### src/rtl/pll_lock_sequencer.sv
// Power-up / re-lock sequencer for the ECP5 EHXPLLL feeding the 60 MHz display domain.
// Optional standby support is compiled in when PLL_STDBY_EN is defined.
module pll_lock_sequencer #(
  parameter int unsigned RST_CYCLES    = 16,
  parameter int unsigned LOCK_TIMEOUT  = 12000,
  parameter int unsigned STABLE_CYCLES = 1024,
  parameter int unsigned MAX_RETRIES   = 4,
  parameter int unsigned CNT_W         = 16
) (
  input  logic       clock,
  input  logic       reset_n,
  input  logic       pll_lock,
  input  logic       stdby_req,
  output logic       pll_rst,
  output logic       pll_stdby,
  output logic       domain_reset_n,
  output logic       locked,
  output logic       fault,
  output logic [7:0] relock_count
);

  localparam int unsigned RET_W = $clog2(MAX_RETRIES + 1);

  localparam logic [CNT_W-1:0] RST_LAST = CNT_W'(RST_CYCLES - 1);
  localparam logic [CNT_W-1:0] TO_LAST  = CNT_W'(LOCK_TIMEOUT - 1);
  localparam logic [CNT_W-1:0] STB_LAST = CNT_W'(STABLE_CYCLES - 1);
  localparam logic [RET_W-1:0] RET_LAST = RET_W'(MAX_RETRIES - 1);

  typedef enum logic [2:0] {
    S_PLL_RST   = 3'd0,
    S_WAIT_LOCK = 3'd1,
    S_STABLE    = 3'd2,
    S_RUN       = 3'd3,
`ifdef PLL_STDBY_EN
    S_STDBY     = 3'd4,
`endif
    S_FAULT     = 3'd5
  } state_e;

  state_e           state_q, state_d;
  logic [CNT_W-1:0] cnt_q, cnt_d;
  logic [RET_W-1:0] retries_q, retries_d;
  logic [7:0]       relock_q, relock_d;
  logic             sync1_q, sync2_q;
  logic             lock_s;

  logic pll_rst_q, pll_rst_d;
  logic pll_stdby_q, pll_stdby_d;
  logic dom_rst_n_q, dom_rst_n_d;
  logic locked_q, locked_d;
  logic fault_q, fault_d;

`ifndef PLL_STDBY_EN
  logic unused_stdby_req;
  assign unused_stdby_req = stdby_req;
`endif

  // LOCK is asynchronous to the reference clock.
  always_ff @(posedge clock or negedge reset_n) begin
    if (!reset_n) begin
      sync1_q <= 1'b0;
      sync2_q <= 1'b0;
    end else begin
      sync1_q <= pll_lock;
      sync2_q <= sync1_q;
    end
  end

  assign lock_s = sync2_q;

  always_comb begin
    state_d   = state_q;
    cnt_d     = cnt_q + 1'b1;
    retries_d = retries_q;
    relock_d  = relock_q;

    case (state_q)
      S_PLL_RST: begin
        if (cnt_q == RST_LAST) state_d = S_WAIT_LOCK;
      end
      S_WAIT_LOCK: begin
        // Lock takes priority over a timeout landing on the same cycle.
        if (lock_s) begin
          state_d = S_STABLE;
        end else if (cnt_q == TO_LAST) begin
          retries_d = retries_q + 1'b1;
          state_d   = (retries_q == RET_LAST) ? S_FAULT : S_PLL_RST;
        end
      end
      S_STABLE: begin
        if (!lock_s) begin
          state_d = S_WAIT_LOCK;
        end else if (cnt_q == STB_LAST) begin
          state_d   = S_RUN;
          retries_d = '0;
        end
      end
      S_RUN: begin
        cnt_d = '0;
        if (!lock_s) begin
          state_d = S_PLL_RST;
          if (relock_q != '1) relock_d = relock_q + 1'b1;
        end
`ifdef PLL_STDBY_EN
        else if (stdby_req) begin
          state_d = S_STDBY;
        end
`endif
      end
`ifdef PLL_STDBY_EN
      S_STDBY: begin
        cnt_d = '0;
        if (!stdby_req) state_d = S_PLL_RST;
      end
`endif
      S_FAULT: begin
        cnt_d = '0;
      end
      default: begin
        state_d = S_PLL_RST;
      end
    endcase

    if (state_d != state_q) cnt_d = '0;
  end

  // Outputs are decoded from the next state so they change on the same edge as the state.
  always_comb begin
    pll_rst_d   = (state_d == S_PLL_RST) || (state_d == S_FAULT);
    dom_rst_n_d = (state_d == S_RUN);
    locked_d    = (state_d == S_RUN);
    fault_d     = (state_d == S_FAULT);
`ifdef PLL_STDBY_EN
    // Standby only after one full cycle in S_STDBY, so the domain reset lands first.
    pll_stdby_d = (state_d == S_STDBY) && (state_q == S_STDBY);
`else
    pll_stdby_d = 1'b0;
`endif
  end

  always_ff @(posedge clock or negedge reset_n) begin
    if (!reset_n) begin
      state_q     <= S_PLL_RST;
      cnt_q       <= '0;
      retries_q   <= '0;
      relock_q    <= '0;
      pll_rst_q   <= 1'b1;
      pll_stdby_q <= 1'b0;
      dom_rst_n_q <= 1'b0;
      locked_q    <= 1'b0;
      fault_q     <= 1'b0;
    end else begin
      state_q     <= state_d;
      cnt_q       <= cnt_d;
      retries_q   <= retries_d;
      relock_q    <= relock_d;
      pll_rst_q   <= pll_rst_d;
      pll_stdby_q <= pll_stdby_d;
      dom_rst_n_q <= dom_rst_n_d;
      locked_q    <= locked_d;
      fault_q     <= fault_d;
    end
  end

  assign pll_rst        = pll_rst_q;
  assign pll_stdby      = pll_stdby_q;
  assign domain_reset_n = dom_rst_n_q;
  assign locked         = locked_q;
  assign fault          = fault_q;
  assign relock_count   = relock_q;

endmodule
### config.mk
export PLATFORM = sky130hd
export DESIGN_NAME = pll_lock_sequencer
export DESIGN_NICKNAME = d
export VERILOG_FILES = /design/src/rtl/pll_lock_sequencer.sv
export SDC_FILE = /design/constraint.sdc
export NUM_CORES = 1
export LEC_CHECK = 0
export CAP_MARGIN = 20
export CORE_UTILIZATION = 45
export CTS_BUF_LIST = sky130_fd_sc_hd__clkbuf_16
export DETAILED_ROUTE_END_ITERATION = 6
export GPL_TIMING_DRIVEN = 0
export PLACE_DENSITY_LB_ADDON = 0.08
export SKIP_CTS_REPAIR_TIMING = 1
export SYNTH_ARGS = -nofsm -noshare
export SYNTH_HDL_FRONTEND = slang
export SYNTH_SLANG_ARGS = --single-unit
### constraint.sdc
create_clock -name clock -period 2.9 [get_ports clock]
set_input_delay 0.87 -clock clock [delete_from_list [all_inputs] [get_ports clock]]
set_output_delay 0.87 -clock clock [all_outputs]
set_load 0.005 [all_outputs]
==> flow_metrics.tcl, run 1 <==
set metrics [dict create \
    status "complete, no violations" \
    chipHeight_microns 63.9 \
    holdPathStages 0 \
    maxSlewHeadroom 0.499 \
    hold_viol_final 0 \
    clockBufferDepth 2 \
    layout-drive-gt1-share 0.120 \
    grt_first_pass_wirelength_mm 5.40 \
    final.setup_skew_ns 0.00255 \
    diodes 0 \
    hold_ws_ns 0.347 \
    cap_violations 0 \
    powerDensity_nw_per_um2 718 \
    hp-class "flop to flop" \
    antenna_found_initial 0 \
    crit_path_end_kind "flop" \
    path_cells "ha_1 > nand3_1 > or4_4 > o21a_1 > a21oi_4 > buf_6 > nor2_1" \
    hpwl_mm 2.08 \
    worstPathArrival_ns 2.34 \
    cts_buffers 5 \
    r2r_slack_ns 0.72 \
    criticalPathCategory "flop to flop" \
    vias_per_cell 5.06 \
    dr.max_layer_used "met4" \
    syn_inst 170 \
    period_needed_ns 2.18 \
    path_clk_slew_ns 0.05 \
    start_kind "flop" \
    nets 199 \
    area_delta_synth_final_pct 19.7 \
    wl_per_cell_microns 12.4 \
    ys_ff_latch 35 \
    r2r-start "cnt_q[0]$_DFF_PN0_" \
    setup_tns_ns 0 \
    cp-startpoint "cnt_q[0]$_DFF_PN0_" \
    grt_pass1_vias 1218 \
    setup_viol 0 \
    synth_top_area_cell "dfrtp_1" \
    yosys.area.top_type_share 0.493 \
    cts_tree "yes" \
    syn_nets 178 \
    synth_edf_count 0 \
    drtAntennaViolNets 0 \
    slowest_stage "or4_4" \
    cts_sinks 35 \
    place_congestion 0.816 \
    synth_flop_cell "dfrtp_1" \
    multi_input_area_sq_um 778 \
    min_period_over_period 0.750 \
    worst_pin_slew_ns 0.751 \
    whs_endpoint "lock_s$_DFF_PN0_" \
    crit_required_ns 3.07 \
    fmax_mhz 460 \
    drc 0 \
    synth_cell_types 38 \
    firstDrtPassIters 4 \
    fin_cells 240 \
    drtIter0Drc 30 \
    ys_top_cells_by_area "dfrtp_1 (49%), xor2_1 (8.1%), nor2_1 (6.1%)" \
    worstReg2RegEnd "cnt_q[7]$_DFF_PN0_" \
    worst-path-max-fanout 10 \
    track_usage 0.176 \
    slew_violations 0 \
    portBuffers 14 \
    clk_latency_ns 0.28 \
    numPlacedInstances 232 \
    rows 22 \
    finalWirelength_mm 2.96 \
    synth.yosys.seq_area_share 0.508 \
    yosysWarnings 0 \
    rsz0062_at_grt "no" \
    min_from "sync1_q$_DFF_PN0_" \
    ir_drop_uv 503 \
    initial_core_util 0.472 \
    htree_levels 2 \
    root_buffer "clkbuf_16" \
    grt_overflow 0 \
    ff2ff_path_depth 7 \
    wl_met3_microns 131 \
    synthesis.area_sq_um 1730 \
    power_leakage_nw 0.969 \
    wl_met1_mm 1.45 \
    fp.dieArea_sq_um 4090 \
    slowest_delay_ns 0.60 \
    die_w_microns 63.9 \
    vias 1215 \
    grt_max_degree 36 \
    core_area_sq_um 3660 \
    postSynth.asyncResetShare 1.00 \
    met2_wirelength_mm 1.35 \
    fill_cells 327 \
    io_pins 17 \
    regArea_sq_um 877 \
    postSynthAreaPerCell_sq_um 10.2 \
]
registers in the layout, summed over array words and instances, names as in the netlist:
name and count:
cnt_q 16, fault 1, lock_s 1, locked 1
pll_rst 1, relock_count 8, retries_q 3, state_q 3
sync1_q 1
power breakdown:
group | internal [W] | total (W) | leakage, nW | switching, W
Combinational | 0.000163 | 0.000357 | 0.431 | 0.000193
Sequential | 0.000559 | 0.000615 | 0.472 | 0.0000567
Clock | 0.000316 | 0.000512 | 0.0658 | 0.000197
final cells by class:
type	instances	share of cell area
multi-input cells	120	0.377
plain buffers	8	0.0218
clock buffers	5	0.0605
well taps	48	0.0291
inverters	7	0.0127
repair buffers	14	0.0654
flip-flops and latches	35	0.424
clock inverters	3	0.00969
cells by family (layout without fill, tap and decap cells):
kind of cell	count (synthesis)	count (layout)	synth area share
AO/OA/AOI/OAI	10	10	0.0500
adder cells (fa/ha/maj)	4	4	0.0290
other	1	1	0.00217
buffers and inverters	15	37	0.0413
AND/OR/NAND/NOR	79	79	0.231
XOR/XNOR	21	21	0.107
multiplexers	5	5	0.0319
flip-flops	35	35	0.508
critical path: cells and delay by family, from the launching register on:
kind,cells,cell delay (ns)
AND/OR/NAND/NOR,3,0.83
adder cells (fa/ha/maj),1,0.21
buffers and inverters,1,0.18
flip-flops,1,0.38
AO/OA/AOI/OAI,2,0.45
stage by stage:
stage	total power (W)	setup WS (ns)	area [sq um]	util
final	0.00148	0.724	2070	0.565
after global routing	0.00159	0.630	2070	0.565
after CTS	0.00150	0.730	2070	0.565
after detailed placement	0.000979	0.743	1920	0.525
after global placement	0.000975	0.272	1930	0.526
after floorplan	0.000870	0.918	1730	-
synth_stat cells, types with 5 or more instances:
cell / number
clkbuf_1: 5
dfrtp_1: 34
inv_1: 7
nand2_1: 7
nand3_1: 13
nor2_1: 28
nor3_1: 7
xnor2_1: 5
xor2_1: 16
layer usage:
layer / global-route usage / vias to the layer above
li1: - / 610
met1: 0.223 / 583
met2: 0.274 / 18
met3: 0.0500 / 4
met4: 0.0852 / 0
met5: 0 / -
worst max-delay path by stage:
| stage | slack (ns) | endpoint | cells past startpoint |
|---|---|---|---|
| 2_1_floorplan | 0.92 | cnt_q[12]$_DFF_PN0_ | 6 |
| 3_3_place_gp | 0.27 | cnt_q[3]$_DFF_PN0_ | 1 |
| 3_5_place_dp | 0.74 | cnt_q[7]$_DFF_PN0_ | 7 |
| 4_1_cts | 0.73 | cnt_q[7]$_DFF_PN0_ | 7 |
| 5_1_grt | 0.63 | cnt_q[10]$_DFF_PN0_ | 7 |
| 6_report | 0.72 | cnt_q[7]$_DFF_PN0_ | 7 |
cell usage in the layout (no fill, tap or decap), drive strengths merged:
cell           Yosys  routed
a211oi             1       1
a21oi              2       2
a32oi              1       1
and2               2       2
and3               4       4
and3b              2       2
and4               1       1
buf                3       4
clkbuf             5      10
clkdlybuf4s50      0      13
clkinv             0       1
clkinvlp           0       2
conb               1       1
dfrtp             34      34
dfstp              1       1
ha                 4       4
inv                7       7
mux2               4       4
mux2i              1       1
nand2              7       7
nand2b             2       2
nand3             13      13
nand4              4       4
nor2              28      28
nor2b              2       2
nor3               7       7
nor4               2       2
nor4b              1       1
o21a               1       1
o21ai              2       2
o21bai             1       1
o31ai              1       1
o41ai              1       1
or2                1       1
or3                2       2
or4                1       1
xnor2              5       5
xor2              16      16
Note: power is estimated with default switching activity, not from simulation.
==> run 2, diff against run 1 <==
==> constraint.sdc (replaced) <==
create_clock -name clock -period 2.2 [get_ports clock]
set_input_delay 0.66 -clock clock [delete_from_list [all_inputs] [get_ports clock]]
set_output_delay 0.66 -clock clock [all_outputs]
set_load 0.005 [all_outputs]
==> run 2 against run 1 <==
- via count is 0.91% higher
- maximum frequency is 2.7% higher
- utilization is 0.62 points higher
- combinational power is 43% higher
- clock skew hardly changed
- total power is 35% higher
==> flow_metrics.tcl, run 2 (synthesis gave the netlist of run 1 again) <==
set metrics [dict create \
    slew_violations 0 \
    hpwl_mm 2.08 \
    whs_endpoint "lock_s$_DFF_PN0_" \
    nets 201 \
    place_congestion 0.816 \
    htree_levels 2 \
    vias 1226 \
    drtAntennaViolNets 0 \
    final_common_cell "dfrtp_1" \
    min_from "sync1_q$_DFF_PN0_" \
    rsz0062_at_grt "no" \
    firstDrtPassIters 4 \
    vias_per_cell 5.07 \
    portBuffers 14 \
    setup_viol 0 \
    rows 22 \
    die_w_microns 63.9 \
    worstReg2RegEnd "cnt_q[7]$_DFF_PN0_" \
    path_clk_slew_ns 0.05 \
    worst_pin_slew_ns 0.748 \
    r2r-start "cnt_q[14]$_DFF_PN0_" \
    clockBufferDepth 2 \
    cts_tree "yes" \
    powerDensity_nw_per_um2 958 \
    finalWirelength_mm 3.00 \
    largest_reg_flops 16 \
    wl_per_cell_microns 12.4 \
    grt_max_degree 36 \
    final.setup_skew_ns 0.00256 \
    criticalPathCategory "flop to flop" \
    start_kind "flop" \
    final_cell_mix "dfrtp_1 (34), nor2_1 (28), xor2_1 (16)" \
    hp-class "flop to flop" \
    ir_drop_uv 664 \
    clk_latency_ns 0.28 \
    layout-drive-gt1-share 0.139 \
    min_period_over_period 0.963 \
    maxSlewHeadroom 0.501 \
    worst-path-max-fanout 10 \
    power_leakage_nw 0.978 \
    ff2ff_path_depth 6 \
    io_pins 17 \
    initial_core_util 0.472 \
    status "complete, no violations" \
    grt_first_pass_wirelength_mm 5.40 \
    chipHeight_microns 63.9 \
    cap_violations 0 \
    cts_sinks 35 \
    top_register "cnt_q" \
    diodes 0 \
    grt_pass1_vias 1218 \
    core_area_sq_um 3660 \
    cts_buffers 5 \
    final_util 0.571 \
    fp.dieArea_sq_um 4090 \
    period_needed_ns 2.12 \
    r2r_slack_ns 0.08 \
    root_buffer "clkbuf_16" \
    holdPathStages 0 \
    crit_path_end_kind "flop" \
    hold_viol_final 0 \
    grt_overflow 0 \
    area_delta_synth_final_pct 21.0 \
    fmax_mhz 472 \
    track_usage 0.176 \
    drc 0 \
    crit_required_ns 2.37 \
    worstPathArrival_ns 2.29 \
    antenna_found_initial 0 \
    hold_ws_ns 0.347 \
    cp-startpoint "cnt_q[14]$_DFF_PN0_" \
    drtIter0Drc 31 \
]
run 2: power breakdown:
group          total [W]  switching (W)  internal [W]
clock           0.000675       0.000259      0.000416
sequential      0.000815      0.0000787      0.000736
combinational   0.000512       0.000264      0.000248
run 2: worst max-delay path by stage:
stage | to | slack, ns | cells past startpoint
6_report | cnt_q[7]$_DFF_PN0_ | 0.08 | 6
5_1_grt | cnt_q[10]$_DFF_PN0_ | 0.005 | 6
4_1_cts | cnt_q[7]$_DFF_PN0_ | 0.03 | 7
3_5_place_dp | cnt_q[7]$_DFF_PN0_ | 0.04 | 7
3_3_place_gp | cnt_q[3]$_DFF_PN0_ | -0.22 | 1
2_1_floorplan | cnt_q[12]$_DFF_PN0_ | 0.22 | 6
run 2: final cells by class:
cell class / count / area [sq um]
buffer: 8 / 45.0
clock buffer: 5 / 125
clock inverter: 3 / 20.0
fill: 323 / 1570
inverter: 7 / 26.3
multi-input combinational: 120 / 786
sequential: 35 / 877
tap: 48 / 60.1
timing repair buffer: 16 / 150
run 2: per-layer routing:
metal | vias to the layer above | GRT usage | part of all wire
li1 | 614 | - | -
met1 | 590 | 0.223 | 0.49
met2 | 18 | 0.274 | 0.46
met3 | 4 | 0.0500 | 0.044
met4 | 0 | 0.0852 | 0.011
met5 | - | 0 | 0
run 2: through the flow:
stage,TNS (ns),cell area [sq um],instances,setup slack [ns],total power [W]
floorplan,0,1730,170,0.218,0.00115
global placement,-7.36,1930,232,-0.218,0.00129
detailed placement,0,1920,232,0.0427,0.00129
CTS,0,2070,240,0.0302,0.00198
global route,0,2090,242,0.00473,0.00215
finish,0,2090,242,0.0809,0.00200
run 2: worst max-delay path, stage by stage, from the launching register on:
cell     delay, ns
dfrtp_1       0.39
or3_1         0.38
or4_4         0.56
o21a_1        0.23
a21oi_4       0.21
buf_6         0.18
nor2_1        0.06
